## config.mk

```make
export PLATFORM = sky130hd
export DESIGN_NAME = flash_read_streamer
export DESIGN_NICKNAME = d
export VERILOG_FILES = /design/src/rtl/flash_cmd_pkg.sv /design/src/rtl/flash_stream_fifo.sv /design/src/rtl/flash_read_streamer.sv
export SDC_FILE = /design/constraint.sdc
export NUM_CORES = 1
export LEC_CHECK = 0
export ABC_AREA = 1
export CORE_ASPECT_RATIO = 0.75
export CORE_MARGIN = 2
export CORE_UTILIZATION = 40
export DETAILED_ROUTE_END_ITERATION = 12
export PLACE_DENSITY = 0.67
export REMOVE_ABC_BUFFERS = 1
export SYNTH_ARGS = -nofsm -noshare
export SYNTH_HDL_FRONTEND = slang
export SYNTH_SLANG_ARGS = --single-unit
export TNS_END_PERCENT = 30
```

## constraint.sdc

```tcl
create_clock -name iCLK -period 3.8 [get_ports iCLK]
set_input_delay 0.38 -clock iCLK [delete_from_list [all_inputs] [get_ports iCLK]]
set_output_delay 0.38 -clock iCLK [all_outputs]
set_load 0.02 [all_outputs]
```

## src/rtl/flash_cmd_pkg.sv

```systemverilog
// -----------------------------------------------------------------------------
// flash_cmd_pkg
//   Shared definitions for the flash controller and its read streamer:
//   - 4-bit command codes understood by the flash controller
//   - state encoding of flash_read_streamer
// -----------------------------------------------------------------------------
package flash_cmd_pkg;

    // Controller command codes. CMD_READ is 0 so a reset command register
    // already holds a harmless read opcode.
    localparam logic [3:0] CMD_READ     = 4'h0;
    localparam logic [3:0] CMD_WRITE    = 4'h1;
    localparam logic [3:0] CMD_BLK_ERA  = 4'h2;
    localparam logic [3:0] CMD_SEC_ERA  = 4'h3;
    localparam logic [3:0] CMD_CHP_ERA  = 4'h4;
    localparam logic [3:0] CMD_ENTRY_ID = 4'h5;
    localparam logic [3:0] CMD_RESET    = 4'h6;

    // Streamer FSM encoding.
    typedef logic [2:0] stream_state_t;

    localparam stream_state_t ST_IDLE    = 3'd0;
    localparam stream_state_t ST_ISSUE   = 3'd1;
    localparam stream_state_t ST_WAIT_LO = 3'd2;
    localparam stream_state_t ST_WAIT_HI = 3'd3;
    localparam stream_state_t ST_CAPTURE = 3'd4;

endpackage

```

## src/rtl/flash_stream_fifo.sv

```systemverilog
// -----------------------------------------------------------------------------
// flash_stream_fifo
//   Synchronous first-word-fall-through FIFO holding words returned by the
//   flash controller until the stream consumer takes them.
//
//   Ports:
//     iCLK, iRST  clock, asynchronous active-high reset
//     push        write wr_data (ignored when full unless popping too)
//     pop         remove head word (ignored when empty)
//     wr_data     word to write
//     rd_data     head word; undefined-but-stable while empty
//     flush       discard all entries (wins over push and pop)
//     count       current occupancy, 0..DEPTH
//     full        count == DEPTH
//     empty       count == 0
// -----------------------------------------------------------------------------
module flash_stream_fifo #(
    parameter int DEPTH = 8,    // power of two, >= 2
    parameter int WIDTH = 16
) (
    input  logic                     iCLK,
    input  logic                     iRST,
    input  logic                     push,
    input  logic                     pop,
    input  logic [WIDTH-1:0]         wr_data,
    output logic [WIDTH-1:0]         rd_data,
    input  logic                     flush,
    output logic [$clog2(DEPTH):0]   count,
    output logic                     full,
    output logic                     empty
);

    localparam int PTR_W = $clog2(DEPTH);

    logic [WIDTH-1:0] mem [DEPTH];
    logic [PTR_W-1:0] wr_ptr;
    logic [PTR_W-1:0] rd_ptr;
    logic [PTR_W:0]   count_q;
    logic             do_push;
    logic             do_pop;

    assign empty   = (count_q == '0);
    assign full    = (count_q == (PTR_W + 1)'(DEPTH));
    assign count   = count_q;
    assign rd_data = mem[rd_ptr];

    // A pop frees the slot a same-cycle push into a full FIFO needs.
    assign do_pop  = pop && !empty;
    assign do_push = push && (!full || do_pop);

    // NOTE: the storage array has no reset; only pointers and occupancy define
    // what is valid, and leaving the array unreset lets it map onto RAM.
    always_ff @(posedge iCLK) begin
        if (do_push && !flush) begin
            mem[wr_ptr] <= wr_data;
        end
    end

    always_ff @(posedge iCLK or posedge iRST) begin
        if (iRST) begin
            wr_ptr  <= '0;
            rd_ptr  <= '0;
            count_q <= '0;
        end else if (flush) begin
            wr_ptr  <= '0;
            rd_ptr  <= '0;
            count_q <= '0;
        end else begin
            if (do_push) wr_ptr <= wr_ptr + 1'b1;
            if (do_pop)  rd_ptr <= rd_ptr + 1'b1;
            case ({do_push, do_pop})
                2'b10:   count_q <= count_q + 1'b1;
                2'b01:   count_q <= count_q - 1'b1;
                default: count_q <= count_q;
            endcase
        end
    end

endmodule

```

## src/rtl/flash_read_streamer.sv

```systemverilog
// -----------------------------------------------------------------------------
// flash_read_streamer
//   Turns one "read N words from address A" request into back-to-back
//   single-word CMD_READ transactions on the flash controller, buffers the
//   returned words in a FIFO and presents them on a valid/ready stream.
//   At most one read is outstanding, and a read is only issued when the FIFO
//   has room for its result.
//
//   Ports:
//     iCLK, iRST          clock, asynchronous active-high reset
//     iGO                 request strobe, ignored while oBUSY
//     iSTART_ADDR         first word address, sampled on accepted iGO
//     iWORD_CNT           number of words, sampled on accepted iGO
//     iABORT              cancel request and flush FIFO
//     oBUSY               request in progress
//     oDONE               one-cycle pulse for the last word
//     oERR                sticky controller timeout flag
//     oTDATA/oTVALID/iTREADY  output word stream
//     oFL_CMD/oFL_ADDR/oFL_START  command side of the flash controller
//     iFL_DATA/iFL_READY  response side of the flash controller
// -----------------------------------------------------------------------------
module flash_read_streamer
    import flash_cmd_pkg::*;
#(
    parameter int FIFO_DEPTH = 8,
    parameter int TIMEOUT    = 1023,
    parameter int ADDR_W     = 22
) (
    input  logic              iCLK,
    input  logic              iRST,
    input  logic              iGO,
    input  logic [ADDR_W-1:0] iSTART_ADDR,
    input  logic [ADDR_W-1:0] iWORD_CNT,
    input  logic              iABORT,
    output logic              oBUSY,
    output logic              oDONE,
    output logic              oERR,
    output logic [15:0]       oTDATA,
    output logic              oTVALID,
    input  logic              iTREADY,
    output logic [3:0]        oFL_CMD,
    output logic [ADDR_W-1:0] oFL_ADDR,
    output logic              oFL_START,
    input  logic [15:0]       iFL_DATA,
    input  logic              iFL_READY
);

    localparam int CNT_W = $clog2(FIFO_DEPTH) + 1;
    localparam int TMR_W = (TIMEOUT < 1) ? 1 : $clog2(TIMEOUT + 1);
    localparam logic [TMR_W-1:0] TMR_LIMIT = TMR_W'(TIMEOUT);

    stream_state_t     state_q;
    logic [ADDR_W-1:0] addr_q;
    logic [ADDR_W-1:0] rem_q;
    logic [TMR_W-1:0]  timer_q;
    logic              busy_q;
    logic              done_q;
    logic              err_q;
    logic              fl_start_q;
    logic [3:0]        fl_cmd_q;

    logic              fifo_push;
    logic              fifo_pop;
    logic              fifo_full;
    logic              fifo_empty;
    logic [CNT_W-1:0]  fifo_count;
    logic [CNT_W-1:0]  fifo_free;

    assign fifo_free = CNT_W'(FIFO_DEPTH) - fifo_count;
    assign fifo_pop  = !fifo_empty && iTREADY;
    // An abort in CAPTURE discards the word; the full guard only protects
    // against overwriting, since ISSUE already waited for a free slot.
    assign fifo_push = (state_q == ST_CAPTURE) && !iABORT && !fifo_full;

    flash_stream_fifo #(
        .DEPTH (FIFO_DEPTH),
        .WIDTH (16)
    ) u_fifo (
        .iCLK    (iCLK),
        .iRST    (iRST),
        .push    (fifo_push),
        .pop     (fifo_pop),
        .wr_data (iFL_DATA),
        .rd_data (oTDATA),
        .flush   (iABORT),
        .count   (fifo_count),
        .full    (fifo_full),
        .empty   (fifo_empty)
    );

    // NOTE: sequential state uses non-blocking assignments so every register
    // samples pre-edge values regardless of statement order.
    always_ff @(posedge iCLK or posedge iRST) begin
        if (iRST) begin
            state_q    <= ST_IDLE;
            addr_q     <= '0;
            rem_q      <= '0;
            timer_q    <= '0;
            busy_q     <= 1'b0;
            done_q     <= 1'b0;
            err_q      <= 1'b0;
            fl_start_q <= 1'b0;
            fl_cmd_q   <= CMD_READ;
        end else begin
            // Strobes default low so each is a single-cycle pulse.
            fl_start_q <= 1'b0;
            done_q     <= 1'b0;

            if (iABORT) begin
                // Any in-flight controller read finishes on its own; its data
                // is never captured because the FSM is no longer waiting.
                state_q <= ST_IDLE;
                busy_q  <= 1'b0;
            end else begin
                case (state_q)
                    ST_IDLE: begin
                        // busy_q is still high here for one cycle after a
                        // zero-count request, which also blocks a new iGO.
                        busy_q <= 1'b0;
                        if (iGO && !busy_q) begin
                            addr_q <= iSTART_ADDR;
                            rem_q  <= iWORD_CNT;
                            err_q  <= 1'b0;
                            busy_q <= 1'b1;
                            if (iWORD_CNT == '0) begin
                                done_q <= 1'b1;
                            end else begin
                                state_q <= ST_ISSUE;
                            end
                        end
                    end

                    ST_ISSUE: begin
                        if (fifo_free != '0) begin
                            fl_start_q <= 1'b1;
                            timer_q    <= '0;
                            state_q    <= ST_WAIT_LO;
                        end
                    end

                    ST_WAIT_LO: begin
                        if (!iFL_READY) begin
                            timer_q <= '0;
                            state_q <= ST_WAIT_HI;
                        end else if (timer_q == TMR_LIMIT) begin
                            err_q   <= 1'b1;
                            busy_q  <= 1'b0;
                            state_q <= ST_IDLE;
                        end else begin
                            timer_q <= timer_q + 1'b1;
                        end
                    end

                    ST_WAIT_HI: begin
                        if (iFL_READY) begin
                            // Raise oDONE during the CAPTURE cycle of the
                            // last word.
                            done_q  <= (rem_q == ADDR_W'(1));
                            state_q <= ST_CAPTURE;
                        end else if (timer_q == TMR_LIMIT) begin
                            err_q   <= 1'b1;
                            busy_q  <= 1'b0;
                            state_q <= ST_IDLE;
                        end else begin
                            timer_q <= timer_q + 1'b1;
                        end
                    end

                    ST_CAPTURE: begin
                        addr_q <= addr_q + 1'b1;  // wraps modulo 2^ADDR_W
                        rem_q  <= rem_q - 1'b1;
                        if (rem_q == ADDR_W'(1)) begin
                            busy_q  <= 1'b0;
                            state_q <= ST_IDLE;
                        end else begin
                            state_q <= ST_ISSUE;
                        end
                    end

                    default: begin
                        busy_q  <= 1'b0;
                        state_q <= ST_IDLE;
                    end
                endcase
            end
        end
    end

    // addr_q only changes at the end of CAPTURE, so driving the controller
    // address straight from it keeps it stable from ISSUE through CAPTURE.
    assign oFL_ADDR  = addr_q;
    assign oFL_CMD   = fl_cmd_q;
    assign oFL_START = fl_start_q;
    assign oBUSY     = busy_q;
    assign oDONE     = done_q;
    assign oERR      = err_q;
    assign oTVALID   = !fifo_empty;

endmodule
```

==> flow_summary.yaml, run 1 <==
power_and_ir_drop:
  p_clk_share_pct: 26.3
  p_per_area_nw_per_um2: 626
  combPwrFrac_pct: 34.1
  cell_internal_pwr_w: 0.00464
  p_switching_w: 0.00269
  pwr-share-seq_pct: 39.6
  vdd_drop_max_mv: 0.337
  power_w: 0.00733
  p_leak_nw: 4.57
  switching_share_pct: 36.7
synthesis:
  synth_top_family_by_area: "simple AND/OR/NAND/NOR gates"
  synthSimpleGateAreaFrac_pct: 18.6
  synth_edf_count: 128
  yosys.area_share.xor_xnor_pct: 1.73
  synth.distinct_cells: 46
  syn_inst: 1033
  netlist_top_cells_area: "edfxtp_1 (40%), dfrtp_1 (18%), nor2_1 (8.0%), o21ai_0 (6.5%), nand2_1 (4.7%)"
  avgSynthCellArea_um2: 9.33
  synthAdderAreaFrac_pct: 0.908
  syn_area_um2: 9640
  yosysTopAreaCell: "edfxtp_1"
  synth-compound-area-share_pct: 14.4
  synthArstFlopShare_pct: 35.7
  synth_top_area_share_pct: 39.9
  synth_flop_cell: "edfxtp_1"
  ys_seq_area_share_pct: 58.3
  synth_mux_area_share_pct: 0
  synth_most_common_cell: "nor2_1"
  yosys-top-cells-count: "nor2_1 (206), edfxtp_1 (128), o21ai_0 (125), nand2_1 (122), inv_1 (84)"
  synth-seq-cells: 199
  synth_warnings: 4
sta:
  setup_viol: 0
  drv_slew: 0
  grt_setup_unrepaired: "no"
  hold_slack_ns: 0.204
  fin_crit_sh_pct: 82.3
  fin_skew_ns: 0.0140
  post-route-min-period_ns: 3.13
  hold_viol_final: 0
  setup-tns-final_ns: 0
  relSlewSlack_pct: 35.1
  worst-slew-pin-transition_ns: 0.973
  fmax_ghz: 0.320
clock_network:
  cts_buffers: 17
  path_clk_slew_ns: 0.07
  htree_levels: 4
  cts_resized: 0
  post-cts-setup-buffers: 0
  clock-root-buffer: "clkbuf_16"
  tritoncts: "done"
  clk_path_buf_depth: 2
  clk_latency_ns: 0.44
  cts_hold_buffers: 0
  clkSinkCount: 199
global_routing:
  grt_start_max_net_pins: 63
  grt_pass1_vias: 7088
  grtUsageTotal_pct: 18.6
  grt_pass1_wl_mm: 37.2
  grt_antenna_before_repair: 0
  overflow: 0
cells_and_area:
  syn_to_final_growth_pct: 21.3
  final_cells: 1462
  finish.net_count: 1216
  diodes: 0
  post-route-util_pct: 49.1
  layout-drive-gt1-share_pct: 7.79
detailed_routing:
  wirelength_mm: 23.1
  drt_first_pass_iters: 5
  drtIter0Drc: 635
  avgViaCountPerCell: 5.19
  ant_nets: 0
  vias: 7586
  routedWlPerCell_um: 15.8
  drc: 0
placement:
  port_buffers: 108
  post-dp-hpwl_mm: 15.5
  dp_cells: 1430
  gp_congestion: 0.846
critical_path:
  worstSetupPathType: "register to output pin"
  cp_cell_sequence: "inv_1, buf_4, o21ai_0, o22ai_1, nor2_1, a31oi_1, clkdlybuf4s50_1"
  crit_path_max_incr_delay_ns: 0.64
  cp_data_arrival_time_ns: 2.75
  start_kind: "register"
  end_kind: "output pin"
  worst-path-buf-inv: 3
  cp_slowest_cell: "clkdlybuf4s50_1"
  crit_fanout: 20
  required_ns: 3.42
  cpLargestDelayFamily: "buffers and inverters"
floorplanning:
  die_y_um: 138
  core_area_um2: 23800
  die_width_um: 183
  rows: 49
  die_area_um2: 25400
  initial_core_util_pct: 40.4
  io_pins: 113
job:
  drv_cap: 0
worst_hold_path:
  min_path_type: "input pin to asynchronous set/reset pin"
outcome:
  status: "completed"
-- state kept, by name (all words and copies together) (netlist names) --
name / cells
oBUSY: 1
oDONE: 1
oERR: 1
oFL_ADDR: 22
oFL_START: 1
rem_q: 22
state_q: 3
timer_q: 10
u_fifo.count: 4
u_fifo.mem: 128
u_fifo.rd_ptr: 3
u_fifo.wr_ptr: 3
-- worst paths after layout --
check                                  from            to  slack, ns  cells past startpoint
setup / recovery           u_fifo.rd_ptr[1]    oTDATA[13]       0.67                      7
hold / removal                         iRST  oFL_ADDR[21]       0.20                      2
setup reg to reg                 state_q[0]  oFL_ADDR[14]       1.61                      6
hold reg to reg                   rem_q[19]     rem_q[19]       0.53                      2
max in group asynchronous              iRST   oFL_ADDR[1]       2.82                      3
min in group iCLK            iSTART_ADDR[1]   oFL_ADDR[1]       0.52                      3
-- worst reg2reg max path, cell delays in order, from the launching register on --
cell,delay [ns]
dfrtp_1,0.46
nor2_4,0.20
nand2_2,0.12
inv_2,0.71
o21ai_0,0.32
a21oi_1,0.21
nor2_1,0.06
-- stage by stage --
stage / instance area [µm²] / setup WS [ns]
after CTS: 11700 / 0.645
after detailed placement: 11100 / 1.09
after floorplan: 9410 / 0.687
after global placement: 11100 / 1.14
final: 11700 / 0.673
after global routing: 11700 / 0.521
-- power by group through the flow --
stage | Combinational, W | Sequential [W] | Clock (W)
after floorplan | 0.00141 | 0.00305 | 0
after global placement | 0.00245 | 0.00293 | 0
after detailed placement | 0.00249 | 0.00294 | 0
after CTS | 0.00250 | 0.00290 | 0.00197
after global routing | 0.00277 | 0.00295 | 0.00205
final | 0.00250 | 0.00290 | 0.00193
-- cell families (layout without fill, tap and decap cells) --
| family | Yosys count | after routing |
|---|---|---|
| simple gates | 417 | 417 |
| other cells | 1 | 4 |
| flops | 199 | 199 |
| compound gates | 254 | 254 |
| buf+inv | 136 | 256 |
| fa+ha+maj | 7 | 7 |
| xor+xnor | 19 | 19 |
-- area by class of cell --
type	instances	area [µm²]
Clock buffer	18	429
Clock inverter	14	203
Fill cell	2168	12100
Inverter	90	340
Multi-Input combinational cell	701	3450
Sequential cell	199	5620
Tap cell	306	383
Timing Repair Buffer	134	1280
-- cell usage in the layout (no fill, tap or decap), drive strengths merged, types with 18 or more instances in the layout --
cell	n
a21oi	43
buf	26
nand2	130
clkdlybuf4s50	108
clkbuf	18
edfxtp	128
nor2	218
inv	96
nand3	37
dfrtp	71
o22ai	28
o21ai	146
a31oi	21
-- per-layer routing --
metal	up-vias	share of wire [%]	track usage [%]
li1	3769	-	-
met1	3594	52	28.7
met2	214	42	26.3
met3	9	5.6	4.43
met4	0	0.59	4.25
met5	-	0	0
Note: power is estimated with default switching activity, not from simulation.
==> run 2: changes to the inputs <==
PLACE_DENSITY = 0.7   (was 0.67)
clock period = 2.7 ns   (was 3.8 ns; I/O delays follow)
==> run 2 against run 1 <==
Compared with the run above: non-clock buffer count fell by 1; utilization rose by 0.35 points; global-route usage fell by 0.51 points; sequential cell count did not move; hold slack got worse by 0.010 ns; final area rose by 0.72%; highest routed layer unchanged.
==> flow_summary.yaml, run 2 (synthesized netlist as in run 1, its figures left out) <==
sta:
  relSlewSlack_pct: 66.0
  setup_viol: 0
  post-route-min-period_ns: 2.59
  grt_setup_unrepaired: "yes"
  fin_skew_ns: 0.0189
  hold_slack_ns: 0.193
  hold_viol_final: 0
  fin_crit_sh_pct: 95.8
  drv_slew: 0
  worst-slew-pin-transition_ns: 0.510
  fmax_ghz: 0.387
detailed_routing:
  routedWlPerCell_um: 15.3
  drtIter0Drc: 562
  vias: 7622
  avgViaCountPerCell: 5.22
  drt_first_pass_iters: 5
  ant_nets: 0
  drc: 0
  wirelength_mm: 22.3
floorplanning:
  die_y_um: 138
  initial_core_util_pct: 40.4
  core_area_um2: 23800
  die_area_um2: 25400
  io_pins: 113
  rows: 49
  die_width_um: 183
cells_and_area:
  largest_register_ffs: 128
  layout_commonest_cell: "nor2_1"
  finish.net_count: 1215
  post-route-util_pct: 49.4
  syn_to_final_growth_pct: 22.2
  final_cell_mix: "nor2_1 (206), edfxtp_1 (128), o21ai_0 (125), nand2_1 (122), clkdlybuf4s50_1 (95)"
  regMostFlops: "u_fifo.mem"
  diodes: 0
  layout-drive-gt1-share_pct: 7.79
  final_area_um2: 11800
  num-fill-cells: 2179
critical_path:
  start_kind: "register"
  cp_cell_sequence: "buf_4, nor2_1, nor2_1, o21ai_0, a31oi_1, clkdlybuf4s50_1"
  required_ns: 2.43
  cp_data_arrival_time_ns: 2.32
  cp_slowest_cell: "clkdlybuf4s50_1"
  crit_fanout: 25
  end_kind: "output pin"
  crit_path_max_incr_delay_ns: 0.64
  worstSetupPathType: "register to output pin"
  critPathMostFrequentCell: "nor2_1"
placement:
  post-dp-hpwl_mm: 14.5
  dpl_cell_area_um2: 11100
  port_buffers: 108
  gp_congestion: 0.889
clock_network:
  htree_levels: 4
  clk_latency_ns: 0.45
  clk_path_buf_depth: 2
  clock-root-buffer: "clkbuf_16"
  clkSinkCount: 199
  path_clk_slew_ns: 0.08
  cts_buffers: 17
  tritoncts: "done"
power_and_ir_drop:
  pwr-share-seq_pct: 39.2
  p_leak_nw: 4.68
  p_switching_w: 0.00394
  p_clk_share_pct: 26.7
  p_per_area_nw_per_um2: 878
  switching_share_pct: 38.1
  cell_internal_pwr_w: 0.00641
  vdd_drop_max_mv: 0.497
  combPwrFrac_pct: 34.1
global_routing:
  grtUsageTotal_pct: 18.0
  grt_pass1_wl_mm: 36.6
  grt_pass1_vias: 7244
  overflow: 0
  grt_start_max_net_pins: 72
  grt_antenna_before_repair: 0
job:
  drv_cap: 0
outcome:
  status: "completed"
worst_hold_path:
  min_path_type: "input pin to asynchronous set/reset pin"
==> run 2: cell types whose count changed in the layout (fill, tap and decap cells not counted), moves of 2 or more <==
cell	previous run	this run
buf_12	0	3
buf_4	26	21
bufinv_16	3	1
clkdlybuf4s50_1	108	95
clkinv_4	2	0
clkinv_8	1	5
dlygate4sd2_1	0	2
dlymetal6s2s_1	0	11
inv_12	0	3
inv_8	5	3
==> run 2: path summary, 6_finish.rpt <==
kind / start / to / slack, ns / depth (start not counted)
max: u_fifo.rd_ptr[0] / oTDATA[14] / 0.11 / 6
min: iRST / oDONE / 0.19 / 3
max reg2reg: oFL_ADDR[0] / oFL_ADDR[18] / 0.63 / 9
min reg2reg: rem_q[19] / rem_q[19] / 0.51 / 2
max in group asynchronous: iRST / u_fifo.rd_ptr[0] / 2.13 / 3
min in group iCLK: iSTART_ADDR[1] / oFL_ADDR[1] / 0.40 / 3
==> run 2: stage by stage <==
stage / cells / TNS, ns / setup WS (ns) / power, W
detailed placement: 1429 / 0 / 0.413 / 0.00765
global placement: 1429 / 0 / 0.430 / 0.00758
finish: 1461 / 0 / 0.113 / 0.0104
floorplan: 990 / -4.85 / -0.303 / 0.00627
global route: 1461 / -0.0114 / -0.0114 / 0.0110
CTS: 1461 / 0 / 0.0392 / 0.0104
==> run 2: power by group through the flow <==
| stage | registers, W | clock network, W | logic, W |
|---|---|---|---|
| after CTS | 0.00405 | 0.00282 | 0.00355 |
| after detailed placement | 0.00410 | 0 | 0.00355 |
| after global routing | 0.00412 | 0.00294 | 0.00393 |
| after global placement | 0.00411 | 0 | 0.00347 |
| after floorplan | 0.00429 | 0 | 0.00198 |
| final | 0.00406 | 0.00276 | 0.00353 |
==> run 2: repair_timing <==
action	CTS	global route
hold buffers	0	0
setup buffers	0	0
endpoints found under the setup margin	5	12
gates resized for setup	3	11
pin swaps	0	0
==> run 2: layout make-up <==
class                           count  area [µm²]  area share, %
Clock buffer                       17         425           3.61
Clock inverter                     15         231           1.96
Inverter                           90         340           2.89
Multi-Input combinational cell    701        3450           29.3
Sequential cell                   199        5620           47.7
Tap cell                          306         383           3.25
Timing Repair Buffer              133        1340           11.3
==> run 2: per-layer routing <==
layer / GRT usage (%) / up-vias / part of all wire (%)
met5: 0 / - / 0
met4: 4.25 / 0 / 1.2
li1: - / 3757 / -
met2: 27.1 / 212 / 45
met3: 3.77 / 23 / 5.1
met1: 26.8 / 3630 / 49
==> run 2: critical path: cells and delay by family (launching register included) <==
kind                   cells  cell delay, ns
DFF                        1            0.38
and+or+nand+nor            2            0.22
AOI/OAI and AO/OA          2            0.36
buffers and inverters      2            0.92
==> run 3: changes to the inputs <==
PLACE_DENSITY = 0.67   (was 0.7)
clock period = 2.44 ns   (was 2.7 ns; I/O delays follow)
==> run 3 against run 2 <==
Compared with the run above: sequential cell count unchanged; utilization is 0.074 points higher; total power rose by 8.4%; routed wire length rose by 3.6%; hold slack improved by 0.012 ns; critical endpoint is now oTDATA[13]; largest cell class unchanged.
==> flow_summary.yaml, run 3 (synthesized netlist as in run 1, its figures left out) <==
detailed_routing:
  ant_nets: 0
  avgViaCountPerCell: 5.26
  drtIter0Drc: 678
  drc: 0
  vias: 7739
  routedWlPerCell_um: 15.7
  drt_first_pass_iters: 5
  wirelength_mm: 23.1
global_routing:
  grt_antenna_before_repair: 0
  grtUsageTotal_pct: 18.5
  busiest_layer: "met2"
  met2_usage_pct: 28.4
  grtUsageMet1_pct: 26.8
  grt_pass1_vias: 7374
  grtUsageMet3_pct: 4.27
  grt_pass1_wl_mm: 37.4
  overflow: 0
  grt_start_max_net_pins: 72
clock_network:
  tritoncts: "done"
  htree_levels: 4
  clk_latency_ns: 0.44
  cts_hold_buffers: 0
  path_clk_slew_ns: 0.07
  clk_path_buf_depth: 2
  clkSinkCount: 199
  clock-root-buffer: "clkbuf_16"
  cts_buffers: 17
critical_path:
  start_kind: "register"
  cp_data_arrival_time_ns: 2.08
  required_ns: 2.20
  crit_fanout: 14
  worstSetupPathType: "register to output pin"
  end_kind: "output pin"
cells_and_area:
  layout_commonest_cell: "nor2_1"
  finish.net_count: 1226
  layout-drive-gt1-share_pct: 8.58
  syn_to_final_growth_pct: 22.4
  diodes: 0
  regMostFlops: "u_fifo.mem"
  largest_register_ffs: 128
  final_area_um2: 11800
  final_cell_mix: "nor2_1 (206), edfxtp_1 (128), o21ai_0 (125), nand2_1 (122), clkdlybuf4s50_1 (92)"
placement:
  gp_congestion: 0.854
  dpl_cell_area_um2: 11200
  port_buffers: 108
  post-dp-hpwl_mm: 15.5
floorplanning:
  die_y_um: 138
  io_pins: 113
  core_area_um2: 23800
  die_area_um2: 25400
  initial_core_util_pct: 40.4
  rows: 49
  die_width_um: 183
sta:
  setup_viol: 0
  worst-slew-pin-transition_ns: 0.519
  hold_viol_final: 0
  fin_crit_sh_pct: 95.4
  drv_slew: 0
  fin_skew_ns: 0.00689
  fmax_ghz: 0.430
  grt_setup_unrepaired: "no"
  relSlewSlack_pct: 65.1
  post-route-min-period_ns: 2.33
job:
  drv_cap: 0
worst_hold_path:
  min_path_type: "input pin to asynchronous set/reset pin"
power_and_ir_drop:
  p_per_area_nw_per_um2: 951
  vdd_drop_max_mv: 0.495
  power_w: 0.0112
  p_leak_nw: 4.63
outcome:
  status: "completed"
run 3: changes by cell type in the layout (fill, tap and decap cells not counted), sizes merged, moves of 3 or more:
cell and change:
buf +11, clkbuf +4, clkdlybuf4s50 -3, dlygate4sd2 +11, dlymetal6s2s -11, inv -4
run 3: cell type report:
type / count / area, µm²
tap: 306 / 383
clock inverter: 14 / 141
multi-input combinational: 701 / 3450
clock buffer: 18 / 429
timing repair buffer: 144 / 1440
sequential: 199 / 5620
inverter: 90 / 344
fill: 2160 / 12000
run 3: power by group:
part | switching [W] | internal [W] | leakage (nW)
Sequential | 0.000467 | 0.00403 | 2.04
Combinational | 0.00241 | 0.00154 | 2.31
Clock | 0.00133 | 0.00144 | 0.279
Total | 0.00421 | 0.00701 | 4.63
run 3: timing repair:
action                                  in CTS  in global routing
buffers inserted                             0                  0
resized for setup                           20                 10
pin swaps                                    0                  0
endpoints found under the setup margin      16                  3
run 3: worst max-delay path: stages, from the launching register on:
cell           delay [ns]
dfrtp_2              0.45
clkinvlp_4           0.15
buf_4                0.21
o21ai_0              0.10
o22ai_1              0.12
nor2_1               0.06
a31oi_1              0.20
dlygate4sd2_1        0.37
run 3: per-layer routing:
layer / wire [µm] / up-vias
li1: - / 3781
met1: 11100 / 3708
met2: 10400 / 228
met3: 1390 / 22
met4: 250 / 0
met5: 0 / -
run 3: worst paths after layout:
| check | endpoint | from | cells past startpoint | slack, ns |
|---|---|---|---|---|
| max reg2reg | oFL_ADDR[18] | oFL_ADDR[0] | 9 | 0.40 |
| min in group iCLK | oFL_ADDR[12] | iSTART_ADDR[12] | 3 | 0.41 |
| max | oTDATA[13] | u_fifo.rd_ptr[0] | 7 | 0.11 |
| min reg2reg | oBUSY | oBUSY | 2 | 0.52 |
| min | oBUSY | iRST | 3 | 0.21 |
| max in group asynchronous | u_fifo.rd_ptr[0] | iRST | 3 | 1.90 |
run 3: metrics by stage:
step	TNS [ns]	utilization, %	hold slack [ns]	std cells	setup slack [ns]
after floorplan	-18.28	-	0.317	990	-0.537
after global placement	0	47.1	0.498	1440	0.247
after detailed placement	0	47.1	0.492	1440	0.177
after CTS	0	49.5	0.213	1472	0.0531
after global routing	0	49.5	0.240	1472	0.0109
final	0	49.5	0.205	1472	0.113
